<file path="config.mk">
export PLATFORM = sky130hd
export DESIGN_NAME = fetch
export DESIGN_NICKNAME = d
export VERILOG_FILES = /design/src/rtl/fetch_pkg.sv /design/src/rtl/fetch_fifo.sv /design/src/rtl/fetch.sv
export SDC_FILE = /design/constraint.sdc
export NUM_CORES = 1
export LEC_CHECK = 0
export ABC_CLOCK_PERIOD_IN_PS = 4100
export BUFFER_PORTS_ARGS = -buffer_cell sky130_fd_sc_hd__buf_2
export CAP_MARGIN = 15
export CELL_PAD_IN_SITES_DETAIL_PLACEMENT = 0
export CELL_PAD_IN_SITES_GLOBAL_PLACEMENT = 1
export CORE_ASPECT_RATIO = 1.75
export CORE_MARGIN = 2
export CORE_UTILIZATION = 45
export CTS_CLUSTER_SIZE = 16
export DETAILED_ROUTE_END_ITERATION = 8
export GPL_TIMING_DRIVEN = 0
export MAX_ROUTING_LAYER = met4
export PLACE_DENSITY = 0.76
export SLEW_MARGIN = 20
export SYNTH_ARGS = -nofsm -noshare
export SYNTH_HDL_FRONTEND = slang
export SYNTH_SLANG_ARGS = --single-unit
</file>
<file path="constraint.sdc">
create_clock -name clk -period 4.1 [get_ports clk]
set_clock_uncertainty 0.1 [all_clocks]
set_input_delay 0.41 -clock clk [delete_from_list [all_inputs] [get_ports clk]]
set_output_delay 0.41 -clock clk [all_outputs]
set_load 0.02 [all_outputs]
</file>
<file path="src/rtl/fetch_pkg.sv">
// Shared constants and the instruction-buffer entry type for the fetch stage.
package fetch_pkg;

    localparam int unsigned XLEN = 32;

    // ADD R31,R31,R31: the bubble presented to decode when there is nothing valid.
    localparam logic [XLEN-1:0] INST_NOP             = 32'h83FF_F800;
    localparam logic [XLEN-1:0] RESET_VECTOR_DEFAULT = 32'h8000_0000;

    // One buffered instruction together with the PC+4 decode expects alongside it.
    typedef struct packed {
        logic [XLEN-1:0] pc4;
        logic [XLEN-1:0] instr;
    } fetch_entry_t;

endpackage

</file>
<file path="src/rtl/fetch_fifo.sv">
// In-order instruction buffer: synchronous FIFO with push, pop and flush.
module fetch_fifo
    import fetch_pkg::*;
#(
    parameter int unsigned DEPTH = 4
) (
    input  logic                           clk,
    input  logic                           rst_n,
    input  logic                           i_push,
    input  fetch_entry_t                   i_data,
    input  logic                           i_pop,
    input  logic                           i_flush,
    output fetch_entry_t                   o_head,
    output logic [$clog2(DEPTH):0]         o_count,
    output logic                           o_empty
);

    localparam int unsigned AW = $clog2(DEPTH);
    localparam int unsigned CW = AW + 1;

    fetch_entry_t  r_mem [DEPTH];
    logic [AW-1:0] r_wr_ptr;
    logic [AW-1:0] r_rd_ptr;
    logic [CW-1:0] r_count;
    logic          w_full;

    // Pointer and occupancy tracking; flush empties the buffer in one edge.
    always_ff @(posedge clk or negedge rst_n) begin
        if (!rst_n) begin
            r_wr_ptr <= '0;
            r_rd_ptr <= '0;
            r_count  <= '0;
        end else if (i_flush) begin
            r_wr_ptr <= '0;
            r_rd_ptr <= '0;
            r_count  <= '0;
        end else begin
            if (i_push) r_wr_ptr <= r_wr_ptr + AW'(1);
            if (i_pop)  r_rd_ptr <= r_rd_ptr + AW'(1);
            r_count <= r_count + CW'(i_push) - CW'(i_pop);
        end
    end

    // Storage array; contents need no reset since occupancy gates every read.
    always_ff @(posedge clk) begin
        if (i_push && !i_flush) r_mem[r_wr_ptr] <= i_data;
    end

    assign w_full  = (r_count == CW'(DEPTH));
    assign o_empty = (r_count == '0);
    assign o_count = r_count;
    assign o_head  = r_mem[r_rd_ptr];

    // Credit accounting upstream must make overflow and underflow impossible.
    a_no_overflow: assert property (@(posedge clk) disable iff (!rst_n)
        !(i_push && w_full && !i_pop && !i_flush));
    a_no_underflow: assert property (@(posedge clk) disable iff (!rst_n)
        !(i_pop && o_empty));

endmodule

</file>
<file path="src/rtl/fetch.sv">
// Beta pipeline instruction fetch: prefetches into a small buffer, applies
// decode stalls and redirects, and squashes wrong-path responses in flight.
module fetch
    import fetch_pkg::*;
#(
    parameter logic [31:0] RESET_VECTOR = RESET_VECTOR_DEFAULT,
    parameter int unsigned FIFO_DEPTH   = 4
) (
    input  logic        clk,
    input  logic        rst,
    output logic        imem_req_valid,
    input  logic        imem_req_ready,
    output logic [31:0] imem_addr,
    input  logic        imem_rsp_valid,
    input  logic [31:0] imem_rsp_data,
    input  logic        stall,
    input  logic        op_jmp,
    input  logic        op_beq,
    input  logic        op_bne,
    input  logic        zr,
    input  logic [31:0] j_addr,
    input  logic [31:0] br_addr,
    output logic [31:0] pc,
    output logic [31:0] ir,
    output logic        redirect
);

    localparam int unsigned CW = $clog2(FIFO_DEPTH) + 1;

    logic [31:0]   r_fetch_addr;
    logic [31:0]   r_rsp_addr;
    logic [31:0]   r_pc_hold;
    logic [CW-1:0] r_out_cnt;
    logic [CW-1:0] r_kill_cnt;

    logic          w_redirect;
    logic [31:0]   w_target;
    logic [CW:0]   w_inflight;
    logic          w_req_valid;
    logic          w_fire;
    logic          w_kill;
    logic          w_push;
    logic          w_present;
    logic          w_pop;
    logic          w_fifo_empty;
    logic [CW-1:0] w_fifo_count;
    fetch_entry_t  w_push_entry;
    fetch_entry_t  w_head;

    // Redirect decision, request credit check and buffer handshakes.
    always_comb begin
        w_redirect   = rst & ~stall & (op_jmp | (op_beq & zr) | (op_bne & ~zr));
        w_target     = op_jmp ? (j_addr & 32'hFFFF_FFFC) : br_addr;
        w_inflight   = (CW+1)'(r_out_cnt) + (CW+1)'(w_fifo_count);
        w_req_valid  = rst & ~w_redirect & (w_inflight < (CW+1)'(FIFO_DEPTH));
        w_fire       = w_req_valid & imem_req_ready;
        w_kill       = imem_rsp_valid & (r_kill_cnt != '0);
        w_push       = imem_rsp_valid & ~w_kill & ~w_redirect;
        w_present    = ~w_fifo_empty & ~w_redirect;
        w_pop        = w_present & ~stall;
        w_push_entry.pc4   = r_rsp_addr + 32'd4;
        w_push_entry.instr = imem_rsp_data;
    end

    // Address, credit and squash bookkeeping; a redirect retargets both address streams.
    always_ff @(posedge clk or negedge rst) begin
        if (!rst) begin
            r_fetch_addr <= RESET_VECTOR;
            r_rsp_addr   <= RESET_VECTOR;
            r_out_cnt    <= '0;
            r_kill_cnt   <= '0;
            r_pc_hold    <= RESET_VECTOR;
        end else begin
            if (w_redirect) begin
                r_fetch_addr <= w_target;
                r_rsp_addr   <= w_target;
                r_kill_cnt   <= r_out_cnt - CW'(imem_rsp_valid);
            end else begin
                if (w_fire) r_fetch_addr <= r_fetch_addr + 32'd4;
                if (w_push) r_rsp_addr   <= r_rsp_addr + 32'd4;
                if (w_kill) r_kill_cnt   <= r_kill_cnt - CW'(1);
            end
            r_out_cnt <= r_out_cnt + CW'(w_fire) - CW'(imem_rsp_valid);
            if (w_present) r_pc_hold <= w_head.pc4;
        end
    end

    fetch_fifo #(
        .DEPTH (FIFO_DEPTH)
    ) u_fifo (
        .clk     (clk),
        .rst_n   (rst),
        .i_push  (w_push),
        .i_data  (w_push_entry),
        .i_pop   (w_pop),
        .i_flush (w_redirect),
        .o_head  (w_head),
        .o_count (w_fifo_count),
        .o_empty (w_fifo_empty)
    );

    assign imem_req_valid = w_req_valid;
    assign imem_addr      = r_fetch_addr;
    assign redirect       = w_redirect;
    assign ir             = w_present ? w_head.instr : INST_NOP;
    assign pc             = w_present ? w_head.pc4   : r_pc_hold;

endmodule
</file>
== Word-level counts from Yosys, hierarchy flattened ==
Memories as Yosys holds them, arrays and structs flattened.
Cells that the tools add are included.

* Output and inout port bits: 98
* Bits of input ports: 105
* Flip-flop bits (word level): 109
* Word-level logic and storage cells: 64
* Memory bits (writable): 256
* Memories: 1

* Reductions and logical operators: 8
* Multiplexer cells: 16
* Bitwise logic cells: 19
* Add/subtract/negate cells: 11
* Order comparisons: 1

{| class="wikitable"
|+ Memory list
! memory !! words !! bits a word !! read ports !! clocked after Yosys merged registers in !! wr ports !! line !! RTL
|-
| u_fifo.r_mem || 4 || 64 || 1 || 0 || 1 || fetch_fifo.sv:21 || <nowiki>fetch_entry_t r_mem [DEPTH];</nowiki>
|}

{| class="wikitable"
|+ Operator list
! cell !! number
|-
| 32-bit 2-to-1 mux || 7
|-
| 32-bit by 3-bit adder with 32-bit output, second input constant || 2
|-
| 1-bit AND || 12
|-
| 3-bit 2-to-1 mux || 3
|-
| 3-bit by 1-bit subtractor with 3-bit output || 3
|-
| 2-bit 2-to-1 mux || 4
|-
| 2-bit nonzero test || 4
|-
| 3-bit by 1-bit adder with 3-bit output || 2
|-
| 1-bit inverter || 5
|-
| 2-bit by 1-bit adder with 2-bit output, second input constant || 2
|-
| 3-bit by 3-bit adder with 4-bit output || 1
|-
| 4-bit by 3-bit less-than comparator with 1-bit output, second input constant || 1
|-
| 3-bit logical NOT || 1
|-
| 3-bit nonzero test || 1
|-
| 3-bit by 1-bit subtractor with 3-bit output, second input constant || 1
|-
| 1-bit 2-to-1 mux || 2
|-
| 1-bit OR || 2
|-
| 1-bit logical AND || 1
|-
| 1-bit logical NOT || 1
|}

== Longest topological paths before layout ==
* Depth in word-level cells: 10
* Mapped depth: 13
* Depth with buffers taken out: 12

== Hierarchy ==
Synthesis repeated with hierarchy kept, for this count alone.

* Cells, all modules: 1024
* Area, all modules: 15797.7 um2

{| class="wikitable"
|+ By module, submodules not included
! module !! times used !! area an instance (um2) !! cells an instance !! sequential area each (um2)
|-
| fetch_fifo || 1 || 9693.0 || 373 || 7862.5
|-
| fetch || 1 || 6104.6 || 651 || 2506.2
|}

== Worst setup path before layout ==
No wires, ideal clock.

* Path kind: reg-to-reg
* From: register r_kill_cnt[0]
* To: memory u_fifo.r_mem[0][0] (netlist bit), enable pin
* Data required time: 3.571 ns
* Slack: 0.676 ns
* Path buffers: 2
* Arrival: 2.895 ns
* Stages on the path, launching flop included: 7
* Period minus slack after synthesis: 3.424 ns
* Library setup time: 0.429 ns
* Path through: dfrtp_1 > inv_1 > ha_1 > and3b_1 > clkbuf_1 > buf_1 > and3_1

* Word-level cells in the longest chain between the ends: 8

{| class="wikitable"
|+ RTL lines
! what !! line !! RTL
|-
| start: declaration || fetch.sv:34 || <nowiki>logic [CW-1:0] r_kill_cnt;</nowiki>
|-
| start signal: assignment || fetch.sv:77 || <nowiki>r_kill_cnt <= r_out_cnt - CW'(imem_rsp_valid);</nowiki>
|-
| start signal: assignment || fetch.sv:81 || <nowiki>if (w_kill) r_kill_cnt <= r_kill_cnt - CW'(1);</nowiki>
|-
| 3-bit nonzero test || fetch.sv:57 || <nowiki>w_kill = imem_rsp_valid & (r_kill_cnt != '0);</nowiki>
|-
| 1-bit AND || fetch.sv:57 ||
|-
| 1-bit inverter || fetch.sv:58 || <nowiki>w_push = imem_rsp_valid & ~w_kill & ~w_redirect;</nowiki>
|-
| 1-bit AND (2 in a row) || fetch.sv:58 ||
|-
| 1-bit logical AND || fetch_fifo.sv:46 || <nowiki>if (i_push && !i_flush) r_mem[r_wr_ptr] <= i_data;</nowiki>
|-
| 1-bit 2-to-1 mux || fetch_fifo.sv:46 ||
|-
| 1-bit 2-to-1 mux (implied by the code) || fetch_fifo.sv:46 ||
|-
| end: declaration || fetch_fifo.sv:21 ||
|}

Every way passes these cells.

== Worst setup path after layout ==
* From: input rst
* To: register u_fifo.r_count[2] (netlist: u_fifo.o_count[2])

* Word-level cells in the longest chain between the ends: 7

{| class="wikitable"
|+ RTL lines
! what !! line !! RTL
|-
| start: declaration || fetch.sv:10 || <nowiki>input logic rst,</nowiki>
|-
| 1-bit AND * (2 in a row) || fetch.sv:52 || <nowiki>w_redirect = rst & ~stall & (op_jmp | (op_beq & zr) | (op_bne & ~zr));</nowiki>
|-
| 1-bit inverter || fetch.sv:58, fetch.sv:59 ||
|-
| 1-bit AND, on equally long branches || fetch.sv:58, fetch.sv:59 ||
|-
| 3-bit by 1-bit adder with 3-bit output / 1-bit AND (equally long branches) || fetch_fifo.sv:40, fetch.sv:60 ||
|-
| 3-bit by 1-bit subtractor with 3-bit output || fetch_fifo.sv:40 || <nowiki>r_count <= r_count + CW'(i_push) - CW'(i_pop);</nowiki>
|-
| 3-bit 2-to-1 mux * || fetch_fifo.sv:33 || <nowiki>end else if (i_flush) begin</nowiki>
|-
| end signal: assignment || fetch_fifo.sv:40 ||
|-
| end: declaration || fetch_fifo.sv:24 || <nowiki>logic [CW-1:0] r_count;</nowiki>
|}

Mark *: on every way between the ends. The rest lies on a longest branch, timed or not.
A chain may end at the register's enable or synchronous reset.

==> results_dict.tcl <==
set metrics [dict create \
    outcome "finished clean" \
    drc 0 \
    grt_pass1_wl_mm 57.6 \
    clockBufferDepth 3 \
    crit_top_cell "inv_1" \
    worst-path-max-fanout 10 \
    r2r-end "r_out_cnt[2]" \
    grt_usage 0.211 \
    cp.arrival_ns 4.16 \
    die_area_mm2 0.0366 \
    cts_setup_buffers 0 \
    num-nets-final 1429 \
    maxCapViolations 0 \
    synthArstFlopShare 0.295 \
    critPathKind "in2reg" \
    max_stage_delay_ns 0.70 \
    max-vdd-ir-drop_mv 0.316 \
    cp-endpoint "u_fifo.o_count[2]" \
    drt-total-wl_mm 37.4 \
    cts_tree "done" \
    reg2reg_from "r_out_cnt[2]" \
    ys_warn_count 0 \
    clkTransAtPathRegs_ns 0.07 \
    gp_congestion 0.925 \
    clock-sinks 363 \
    clk_latency_ns 0.57 \
    synth_nets 1151 \
    ys_dominant_reg_cell "edfxtp_1" \
    relSlewSlack 0.372 \
    start_util 0.458 \
    vias 9720 \
    setup_viol 0 \
    syn_inst 1028 \
    antennaDiodeCount 0 \
    crit_required_ns 4.43 \
    fin_hold_ws_ns 0.0607 \
    die_x_um 146 \
    cts_hold_buf 39 \
    dieHeight_um 252 \
    hp-class "in2reg" \
    reg2reg_depth 11 \
    netlist-cell-type-count 59 \
    power_density_mw_per_mm2 633 \
    dr.pass1.iters 5 \
    fmax_mhz 261 \
    avgSynthCellArea_um2 15.3 \
    ant_nets 0 \
    r2r_slack_ns 0.49 \
    layout_min_cycle_time_ns 3.83 \
    io_pins 203 \
    startpoint_type "input port" \
    antenna_found_initial 0 \
    design.core.area_mm2 0.0345 \
    crit_path_cell_trace "dlygate4sd3_1 > buf_6 > buf_16 > nor2b_1 > o21ai_2 > inv_1 > clkbuf_1 > nor3_1 > ha_1 > inv_1 > ha_1 > inv_1 > fa_1 > xor2_1 > xnor2_1 > nor2_1" \
    post_cts_resized 0 \
    slowest_stage "nor3_1" \
    area_growth_pct 20.5 \
    synth_area_mm2 0.0158 \
    cp-end-kind "register" \
    grt_overflow_total 0 \
    synth-edff-count 256 \
    tightest_slew_ns 0.934 \
    fin_crit_sh 0.933 \
    crit_path_start "rst" \
    cts_buffers 31 \
    finalInstanceArea_mm2 0.0190 \
    cts-root-buf "clkbuf_16" \
    yosysSeqAreaShare 0.657 \
    hold_violations 0 \
    grt_pass1_vias 10200 \
    hold_start "j_addr[13]" \
    p_leak_nw 7.00 \
    report.final.slew_viol_count 0 \
    placed_cell_area_mm2 0.0175 \
    rows 90 \
    wl_per_cell_um 20.9 \
    place_hpwl_mm 26.6 \
    ys_ff_latch 363 \
    port_buffers 200 \
    drive_above_1_share 0.305 \
    drt_iter0_drc 469 \
    grt_max_degree 67 \
    viasPerCell 5.43 \
    rsz0062_at_grt "no" \
    htreeDepth 1 \
]
[kinds of logic (layout without fill, tap and decap cells)]
group	count (synthesis)	in the layout	share of synthesized area
adders and majority gates	18	18	0.0152
DFF	363	363	0.657
AOI/OAI and AO/OA	109	109	0.0447
and+or+nand+nor	274	274	0.0954
buffers and inverters	77	379	0.0202
xor gates and xnor gates	73	73	0.0405
muxes	114	114	0.126
[stage by stage]
step	instances	total power [mW]	TNS (ns)	setup slack, ns	utilization
detailed placement	1694	9.10	-0.183	-0.113	0.508
floorplan	1028	7.70	0	0.676	-
CTS	1790	12.2	0	0.185	0.551
global placement	1688	9.00	-617.06	-2.12	0.503
global route	1790	12.6	0	0.0657	0.552
finish	1790	12.0	0	0.273	0.552
[cell type report]
class	count	area (µm²)
Clock buffer	41	893
Clock inverter	16	173
Timing Repair Buffer	245	1570
Multi-Input combinational cell	588	5110
Inverter	19	71.3
Fill cell	2876	15400
Buffer	58	246
Tap cell	460	576
Sequential cell	363	10400
[cells in the final DEF (no fill, tap or decap), types with 11 or more instances in the layout]
cell type	n
a211oi_1	19
a21oi_1	41
and2_1	22
buf_1	13
buf_2	215
clkbuf_1	28
clkbuf_16	31
dfrtp_1	104
dlygate4sd3_1	36
edfxtp_1	256
ha_1	16
inv_1	19
mux2_2	42
mux4_2	64
nand2_1	57
nand3_1	26
nand4_1	22
nor2_1	37
nor2b_1	16
nor3_1	25
o21ai_0	11
or3_1	19
xnor2_1	42
xor2_1	31
[sequential cells by signal (all words and copies together), names as in the netlist]
register         cells
r_pc_hold           32
u_fifo.o_count       3
u_fifo.r_mem       256
r_kill_cnt           3
imem_addr           32
r_rsp_addr          30
u_fifo.r_rd_ptr      2
u_fifo.r_wr_ptr      2
r_out_cnt            3
[critical path, delay by kind of cell]
family | cells | cell delay, ns
XOR/XNOR | 2 | 0.32
AND/OR/NAND/NOR | 3 | 0.90
adder cells (fa/ha/maj) | 3 | 0.85
AO/OA/AOI/OAI | 1 | 0.19
buffers and inverters | 7 | 1.49
[how the worst min path moves through the flow]
stage / end / cells past startpoint
floorplan: imem_addr[0] / 0
global placement: r_pc_hold[23] / 1
detailed placement: r_kill_cnt[0] / 1
CTS: r_rsp_addr[22] / 3
global route: imem_addr[14] / 3
finish: r_rsp_addr[13] / 3
[per-layer routing]
| metal | global-route usage | part of all wire | vias to the layer above |
|---|---|---|---|
| met3 | 0.0188 | 0.039 | 73 |
| li1 | - | - | 4506 |
| met2 | 0.396 | 0.55 | 308 |
| met1 | 0.233 | 0.38 | 4833 |
| met4 | 0.0748 | 0.035 | 0 |
| met5 | - | 0 | - |
[power breakdown]
group / internal, mW / leakage (nW) / switching (mW)
clock: 1.72 / 0.525 / 1.32
sequential: 4.55 / 3.60 / 0.334
combinational: 1.72 / 2.88 / 2.40
total: 7.99 / 7.00 / 4.05
[synthesized netlist by cell type, types with 22 or more instances]
library cell / count / area [µm²]
edfxtp_1: 256 / 7690
mux4_2: 64 / 1440
nor2_1: 37 / 139
dfrtp_1: 104 / 2600
nand2_1: 57 / 214
xor2_1: 31 / 272
nand3_1: 26 / 130
clkbuf_1: 26 / 97.6
xnor2_1: 42 / 368
a21oi_1: 41 / 205
and2_1: 22 / 138
mux2_2: 42 / 473
nor3_1: 26 / 130
nand4_1: 22 / 138
Power figures use the tool's default switching activity.
